**config.mk**
```make
export PLATFORM = sky130hd
export DESIGN_NAME = icache_miss_handler
export DESIGN_NICKNAME = d
export VERILOG_FILES = /design/src/rtl/icache_miss_handler.sv
export SDC_FILE = /design/constraint.sdc
export NUM_CORES = 1
export LEC_CHECK = 0
export ABC_AREA = 1
export BUFFER_PORTS_ARGS = -buffer_cell sky130_fd_sc_hd__buf_2
export CORE_AREA = 2 2 95 97
export CTS_BUF_LIST = sky130_fd_sc_hd__clkbuf_8
export DETAILED_ROUTE_END_ITERATION = 6
export DIE_AREA = 0 0 97 99
export PLACE_DENSITY = 0.75
export SKIP_LAST_GASP = 1
export SLEW_MARGIN = 20
export SYNTH_ARGS = -nofsm -noshare
export SYNTH_HDL_FRONTEND = slang
export SYNTH_SLANG_ARGS = --single-unit
export TNS_END_PERCENT = 20
```
**constraint.sdc**
```tcl
create_clock -name clk -period 3.3 [get_ports clk]
set_clock_uncertainty 0.1 [all_clocks]
set_input_delay 0.66 -clock clk [delete_from_list [all_inputs] [get_ports clk]]
set_output_delay 0.66 -clock clk [all_outputs]
set_load 0.01 [all_outputs]
```
**src/rtl/icache_miss_handler.sv**
```systemverilog
// ---------------------------------------------------------------------------
// icache_miss_handler
//
// Purpose:
//   Miss/fill controller that sits between instruction fetch and a 4-set,
//   64-byte-line icache array with 24-bit physical tags. A lookup hits when
//   the array reports a valid line whose tag equals the TLB tag. On a miss,
//   fetch is stalled in the same cycle. The line is then requested from
//   memory, and its 16 beats are written into the array one beat at a time.
//   Finally the lookup is replayed.
//
// Ports:
//   clk, rst_n      clock (rising edge) and asynchronous active-low reset
//   fe_req          fetch lookup valid
//   fe_va           fetch virtual address
//   tlb_ptag        physical tag for fe_va, valid together with fe_req
//   flush           invalidate every line (single-cycle pulse)
//   fe_stall        fetch must hold fe_req / fe_va / tlb_ptag
//   fe_hit          lookup hit this cycle, array data is valid
//   ic_tag          tag read from the array
//   ic_meta         {valid, dirty} read from the array
//   ic_read_en      array read enable
//   ic_write_en     array write enable
//   ic_va           array access address
//   ic_ptag         tag written into the array
//   ic_wdata        word written into the array
//   ic_valid_data   valid bit written into the array
//   ic_dirty_data   dirty bit written into the array, always 0
//   ic_invalidate   array invalidate-all
//   mem_req         line read request, held until mem_gnt
//   mem_addr        64-byte-aligned line address {ptag, idx, 6'b0}
//   mem_gnt         memory accepted the request
//   mem_rvalid      one 32-bit beat valid, offset 0 first
//   mem_rdata       beat data
// ---------------------------------------------------------------------------
module icache_miss_handler #(
  parameter int LINE_WORDS = 16,
  parameter int TAG_W      = 24,
  parameter int IDX_W      = 2
) (
  input  logic             clk,
  input  logic             rst_n,
  input  logic             fe_req,
  input  logic [31:0]      fe_va,
  input  logic [TAG_W-1:0] tlb_ptag,
  input  logic             flush,
  output logic             fe_stall,
  output logic             fe_hit,
  input  logic [TAG_W-1:0] ic_tag,
  input  logic [1:0]       ic_meta,
  output logic             ic_read_en,
  output logic             ic_write_en,
  output logic [31:0]      ic_va,
  output logic [TAG_W-1:0] ic_ptag,
  output logic [31:0]      ic_wdata,
  output logic             ic_valid_data,
  output logic             ic_dirty_data,
  output logic             ic_invalidate,
  output logic             mem_req,
  output logic [31:0]      mem_addr,
  input  logic             mem_gnt,
  input  logic             mem_rvalid,
  input  logic [31:0]      mem_rdata
);

  localparam int CNT_W = $clog2(LINE_WORDS);
  localparam int OFF_W = CNT_W + 2;

  localparam logic [1:0] IDLE   = 2'd0;
  localparam logic [1:0] REQ    = 2'd1;
  localparam logic [1:0] FILL   = 2'd2;
  localparam logic [1:0] REPLAY = 2'd3;

  logic [1:0]       r_state;
  logic [CNT_W-1:0] r_beat_cnt;
  logic             r_abort;
  logic [31:0]      r_line_addr;

  logic w_hit;
  logic w_miss;
  logic w_last;
  logic w_unused;

  // The dirty bit is meaningless for an instruction cache.
  assign w_unused = ic_meta[0];

  // A flush in the lookup cycle kills the hit: the line being read is being
  // invalidated underneath it, so this cycle is treated as a miss.
  assign w_hit  = fe_req & ic_meta[1] & (ic_tag == tlb_ptag) & ~flush;
  assign w_miss = fe_req & ~w_hit;
  assign w_last = (r_beat_cnt == CNT_W'(LINE_WORDS - 1));

  assign ic_invalidate = flush;
  assign ic_dirty_data = 1'b0;

  // Output decode. Outputs depend on the state and on the live inputs. The
  // stall is raised in the very cycle that a miss is seen.
  always_comb begin
    fe_stall      = 1'b0;
    fe_hit        = 1'b0;
    ic_read_en    = 1'b0;
    ic_write_en   = 1'b0;
    ic_va         = 32'd0;
    ic_ptag       = '0;
    ic_wdata      = 32'd0;
    ic_valid_data = 1'b0;
    mem_req       = 1'b0;
    mem_addr      = 32'd0;
    case (r_state)
      IDLE: begin
        ic_read_en = 1'b1;
        ic_va      = fe_va;
        fe_hit     = w_hit;
        fe_stall   = w_miss;
      end
      REQ: begin
        mem_req  = 1'b1;
        mem_addr = r_line_addr;
        fe_stall = 1'b1;
      end
      FILL: begin
        fe_stall = 1'b1;
        ic_va    = {r_line_addr[31:OFF_W], r_beat_cnt, 2'b00};
        if (mem_rvalid) begin
          ic_write_en   = 1'b1;
          ic_wdata      = mem_rdata;
          ic_ptag       = r_line_addr[31:32-TAG_W];
          // The valid bit goes out only with the final beat. A flush that
          // lands on that same beat also suppresses it.
          ic_valid_data = w_last & ~r_abort & ~flush;
        end
      end
      REPLAY: begin
        ic_read_en = 1'b1;
        ic_va      = fe_va;
        fe_stall   = 1'b1;
      end
      default: begin
        ic_read_en = 1'b1;
      end
    endcase
  end

  // Controller state. Once the request has been granted, the fill always
  // drains all beats, even after a flush. A flush only marks the line so
  // that it is not validated. The beat counter restarts only when the
  // request is granted.
  always_ff @(posedge clk or negedge rst_n) begin
    if (!rst_n) begin
      r_state     <= IDLE;
      r_beat_cnt  <= '0;
      r_abort     <= 1'b0;
      r_line_addr <= 32'd0;
    end else begin
      case (r_state)
        IDLE: begin
          r_abort <= 1'b0;
          if (w_miss) begin
            r_line_addr <= {tlb_ptag, fe_va[6+IDX_W-1:6], 6'b0};
            r_state     <= REQ;
          end
        end
        REQ: begin
          if (flush) r_abort <= 1'b1;
          if (mem_gnt) begin
            r_beat_cnt <= '0;
            r_state    <= FILL;
          end
        end
        FILL: begin
          if (flush) r_abort <= 1'b1;
          if (mem_rvalid) begin
            if (w_last) r_state <= REPLAY;
            else        r_beat_cnt <= r_beat_cnt + 1'b1;
          end
        end
        REPLAY: begin
          r_abort <= 1'b0;
          r_state <= IDLE;
        end
        default: r_state <= IDLE;
      endcase
    end
  end

  // Memory must never grant a request and return data in the same cycle.
  a_no_gnt_with_rvalid: assert property (
    @(posedge clk) disable iff (!rst_n) !(mem_gnt && mem_rvalid)
  );

endmodule
```
==> results.toml, run 1 <==
[cts]
tritoncts = "built"
cts_root_buf = "clkbuf_8"
cts_setup_buffers = 0
cts_buffers = 5
clkSlewWorstSetupHoldPaths_ps = 70
clk_latency_ps = 270
ctsHoldBuffers = 0
clock_path_buffers = 2
cts_max_level = 2
cts_sinks = 33
cts-resized-gates = 0

[worst_hold_path]
hp-class = "in2async"

[global_routing]
first_global_vias = 3356
grt_pass1_wl_um = 16500
antenna_found_initial = 0
overflow = 0
track_usage = 0.208
grt_max_degree = 44

[placement]
portBuffers = 239
place.gp.congestion = 0.887
hpwl_um = 8810
dp.cells = 878

[yosys]
syn_inst = 550
synth-seq-cells = 33
avgSynthCellArea_um2 = 5.61
synth_enable_flop_cells = 0
yosys_warnings = 0
ys_seq_area_frac = 0.268
yosys.area.top_type = "dfrtp_1"
netlist-cell-type-count = 31
synth_top_area_share = 0.268
async_flop_share = 1.00
yosys-top-cells-area = "dfrtp_1 27%, nand2_1 23%, inv_1 13%"
syn_area_um2 = 3090
synthFlopType = "dfrtp_1"

[pwr]
power_density_nw_per_um2 = 730
max-vdd-ir-drop_uv = 340
p_leak_nw = 3.04
power.total_mw = 3.21

[status]
status = "completed"

[routing]
num_vias = 3974
antenna_left = 0
wl_per_cell_um = 12.1
dr.pass1.iters = 4
drc = 0
drtIter0Drc = 217
wl_um = 10700
vias_per_cell = 4.49

[timing]
worst_pin_slew_ps = 755
rsz0062_at_grt = "false"
fmax_mhz = 343
fin_hold_ws_ps = 350
period_share = 0.883
hold_viol_final = 0
relSlewSlack = 0.497
period_minus_slack_ps = 2910
setup_viol = 0
fin_setup_tns_ps = 0
slew_violations = 0

[worst_setup_path]
r2r_start = "r_state[1]"
critPathRequiredTime_ps = 2540
rrSetupSlack_ps = 1000
cp_max_fo = 22
startpoint_type = "flip-flop"
critPathKind = "reg2out"
end_kind = "output pin"
ff2ff_path_depth = 8
worstPathArrival_ps = 2150
rr_endpoint = "r_beat_cnt[2]"

[final_layout]
num_antenna_cells = 0
layout-drive-gt1-share = 0.341
area_growth_pct = 42.6
nets = 902
final_cells = 886

[floorplanning]
dieArea_um2 = 9600
coreArea_um2 = 8550
rows = 34
die_x_um = 97
start_util = 0.361
io_pins = 248
fp.dieH_um = 99

[flow_run]
max-cap-violations = 0
stage by stage:
stage                     setup slack, ps   util  instance area, um2
after floorplan                      1050      -                3110
after global placement                654  0.505                4320
after detailed placement              670  0.505                4320
after CTS                             357  0.514                4400
after global routing                  197  0.514                4400
final                                 387  0.514                4400
per-layer routing:
layer	track usage	part of all wire
met5	0	0
met3	0.0291	0.066
met1	0.274	0.43
met4	0.0563	0.012
met2	0.361	0.49
cells in the mapped netlist (2+ instances only):
cell type,count
nand2_1,191
inv_1,103
nor2_1,88
dfrtp_1,33
a21oi_1,31
o21ai_0,22
clkbuf_1,16
buf_4,9
nand3_1,8
xor2_1,7
o21ai_2,6
ha_1,5
nor3_1,4
buf_6,3
nor4_1,3
buf_1,2
buf_2,2
nand4_1,2
o31ai_1,2
xnor2_1,2
kinds of logic (layout without fill, tap and decap cells):
family                     Yosys count  count (layout)  synth area share
and+or+nand+nor                    300             300             0.380
other                                1               7           0.00122
AOI/OAI and AO/OA                   65              65             0.118
DFF                                 33              33             0.268
buffers and inverters              137             359             0.187
adders and majority gates            5               5            0.0203
xor gates and xnor gates             9               9            0.0255
cells in the final DEF, fill, tap and decap left out, types with 3 or more instances in the layout:
cell type / netlist / final
xor2_1: 7 / 7
inv_1: 103 / 105
ha_1: 5 / 4
nand2_1: 191 / 191
nor3_1: 4 / 4
nor4_1: 3 / 3
buf_2: 2 / 239
a21oi_1: 31 / 31
nand3_1: 8 / 8
o21ai_0: 22 / 22
o21ai_2: 6 / 6
nor2_1: 88 / 88
conb_1: 1 / 7
clkbuf_8: 0 / 5
dfrtp_1: 33 / 33
buf_4: 9 / 8
power breakdown:
| group | total, mW | leakage (nW) | internal (mW) | switching [mW] |
|---|---|---|---|---|
| logic | 2.16 | 2.58 | 0.788 | 1.37 |
| clock network | 0.284 | 0.0467 | 0.143 | 0.141 |
| registers | 0.770 | 0.412 | 0.595 | 0.175 |
| total | 3.21 | 3.04 | 1.53 | 1.69 |
critical path, stage by stage, from the launching register on:
cell and delay (ps):
dfrtp_1 380, inv_1 80, ha_1 370, inv_1 310, buf_4 340, nand2_1 110
a21oi_1 130, buf_2 140
cell type report:
class | instances | area (um2)
flip-flops and latches | 33 | 826
inverters | 104 | 390
clock buffers | 5 | 68.8
multi-input cells | 386 | 1710
well taps | 108 | 135
fillers | 943 | 4150
repair buffers | 247 | 1260
clock inverters | 3 | 15.0
worst max path at each step:
stage,slack [ps],end,startpoint
after floorplan,1050,ic_va[10],r_state[0]
after global placement,650,ic_va[24],r_state[0]
after detailed placement,670,ic_va[24],r_state[0]
after CTS,360,ic_va[24],r_state[0]
after global routing,200,ic_va[24],r_state[0]
final,390,ic_va[24],r_state[0]
state kept, by name, indices dropped and copies added, names as in the netlist:
signal and cells:
r_line_addr 26, r_beat_cnt 4, r_state 2, r_abort 1
(Power assumes the default switching activity.)
==> inputs of run 2 (changes only) <==
--- a/config.mk
+++ b/config.mk
@@ -6,12 +6,11 @@
 export NUM_CORES = 1
 export LEC_CHECK = 0
 export ABC_AREA = 1
-export BUFFER_PORTS_ARGS = -buffer_cell sky130_fd_sc_hd__buf_2
-export CORE_AREA = 2 2 95 97
+export CORE_AREA = 2 2 97 99
 export CTS_BUF_LIST = sky130_fd_sc_hd__clkbuf_8
 export DETAILED_ROUTE_END_ITERATION = 6
-export DIE_AREA = 0 0 97 99
-export PLACE_DENSITY = 0.75
+export DIE_AREA = 0 0 99 101
+export DONT_BUFFER_PORTS = 1
 export SKIP_LAST_GASP = 1
 export SLEW_MARGIN = 20
 export SYNTH_ARGS = -nofsm -noshare
==> run 2 against run 1 <==
Flip-flop and latch count stayed put; cell area is 19% lower; maximum frequency is 8.0% higher; final cell count is 22% lower; non-clock buffer count is 200 lower; clock power is 36% higher; global-route usage is 1.9 points lower; setup slack better by 220 ps; first-iteration DRC count is 22% lower; die area is 4.1% higher; largest cell class unchanged; largest power group unchanged.
==> results.toml, run 2 (synthesis gave the netlist of run 1 again) <==
[floorplanning]
coreArea_um2 = 8980
rows = 35
fp.dieH_um = 101
start_util = 0.344
die_x_um = 99
dieArea_um2 = 10000
io_pins = 248

[status]
status = "completed"

[cts]
cts_sinks = 33
tritoncts = "built"
clk_latency_ps = 280
clkSlewWorstSetupHoldPaths_ps = 70
cts-resized-gates = 0
clock_path_buffers = 2
cts_max_level = 2
cts_root_buf = "clkbuf_8"
cts_buffers = 5
cts_setup_buffers = 0

[pwr]
power_density_nw_per_um2 = 835
max-vdd-ir-drop_uv = 199
power.total_mw = 2.97
p_leak_nw = 2.18

[final_layout]
layout-drive-gt1-share = 0.114
layout_commonest_cell = "nand2_1"
final_cells = 689
largest_register_ffs = 26
nets = 702
num_antenna_cells = 0
largest-register = "r_line_addr"
n_fill_cell = 1007
reg.largest.list = "r_line_addr (26), r_beat_cnt (4), r_state (2)"
final_cell_mix = "191 x nand2_1, 104 x inv_1, 88 x nor2_1"
final_area_um2 = 3560
area_growth_pct = 15.3

[placement]
dp.cells = 680
portBuffers = 0
place.gp.congestion = 0.889
dpl_cell_area_um2 = 3420
hpwl_um = 8350

[worst_hold_path]
hp-class = "in2async"

[worst_setup_path]
critPathRequiredTime_ps = 2540
critPathKind = "reg2out"
end_kind = "output pin"
worstPathArrival_ps = 1940
startpoint_type = "flip-flop"
cp_max_fo = 29

[timing]
slew_violations = 0
hold_viol_final = 0
fmax_mhz = 371
fin_hold_ws_ps = 102
fin_setup_tns_ps = 0
setup_viol = 0
period_share = 0.817
worst_pin_slew_ps = 742
rsz0062_at_grt = "false"
period_minus_slack_ps = 2700
relSlewSlack = 0.504

[routing]
num_vias = 3388
wl_um = 10300
antenna_left = 0
wl_per_cell_um = 15.0
dr.pass1.iters = 4
drc = 0
drtIter0Drc = 170
vias_per_cell = 4.92

[global_routing]
overflow = 0
antenna_found_initial = 0
grt_pass1_wl_um = 15100
first_global_vias = 3091
grt_max_degree = 34
track_usage = 0.189

[flow_run]
max-cap-violations = 0
[run 2: cell count changes in the layout (fill, tap and decap cells not counted)]
| cell | change |
|---|---|
| clkbuf_8 | +1 |
| buf_4 | +37 |
| buf_12 | +2 |
| clkinvlp_4 | -1 |
| inv_1 | -1 |
| buf_2 | -239 |
| bufinv_16 | +1 |
[run 2: per-layer routing]
layer,part of all wire,GRT usage
met4,0.017,0.0516
met1,0.40,0.233
met2,0.49,0.335
met3,0.087,0.0402
met5,0,0
[run 2: what timing repair did]
item,CTS,global route
endpoints found under the hold margin,33,0
hold buffers,1,0
setup endpoints to repair,0,0
[run 2: layout make-up]
class,count,area [um2],share of cell area
clock buffer,6,82.6,0.0232
clock inverter,2,33.8,0.00950
sequential,33,826,0.232
multi-input combinational,386,1710,0.480
tap,111,139,0.0390
inverter,104,390,0.110
timing repair buffer,47,378,0.106
[run 2: worst paths after layout]
path / from / end / slack (ps) / cells after the start
setup / recovery: r_state[0] / ic_wdata[23] / 600 / 6
hold / removal: rst_n / r_line_addr[11] / 100 / 1
setup reg to reg: r_state[0] / r_beat_cnt[2] / 1190 / 8
hold reg to reg: r_abort / r_abort / 410 / 2
max in group asynchronous: rst_n / r_abort / 2820 / 1
min in group clk: tlb_ptag[1] / r_line_addr[9] / 390 / 2
[run 2: power breakdown]
part	switching, mW	internal (mW)
registers	0.187	0.595
clock network	0.144	0.243
logic	1.26	0.539
total	1.59	1.38
[run 2: critical path: stages, from the launching register on]
cell,delay (ps)
dfrtp_1,380
inv_1,90
ha_1,230
nand2_1,340
buf_4,360
nor2_1,100
buf_4,150
[run 2: per-stage QoR]
step | setup WS [ps] | utilization
floorplan | 1050 | -
detailed placement | 625 | 0.381
global placement | 683 | 0.381
finish | 604 | 0.396
global route | 424 | 0.396
CTS | 565 | 0.396
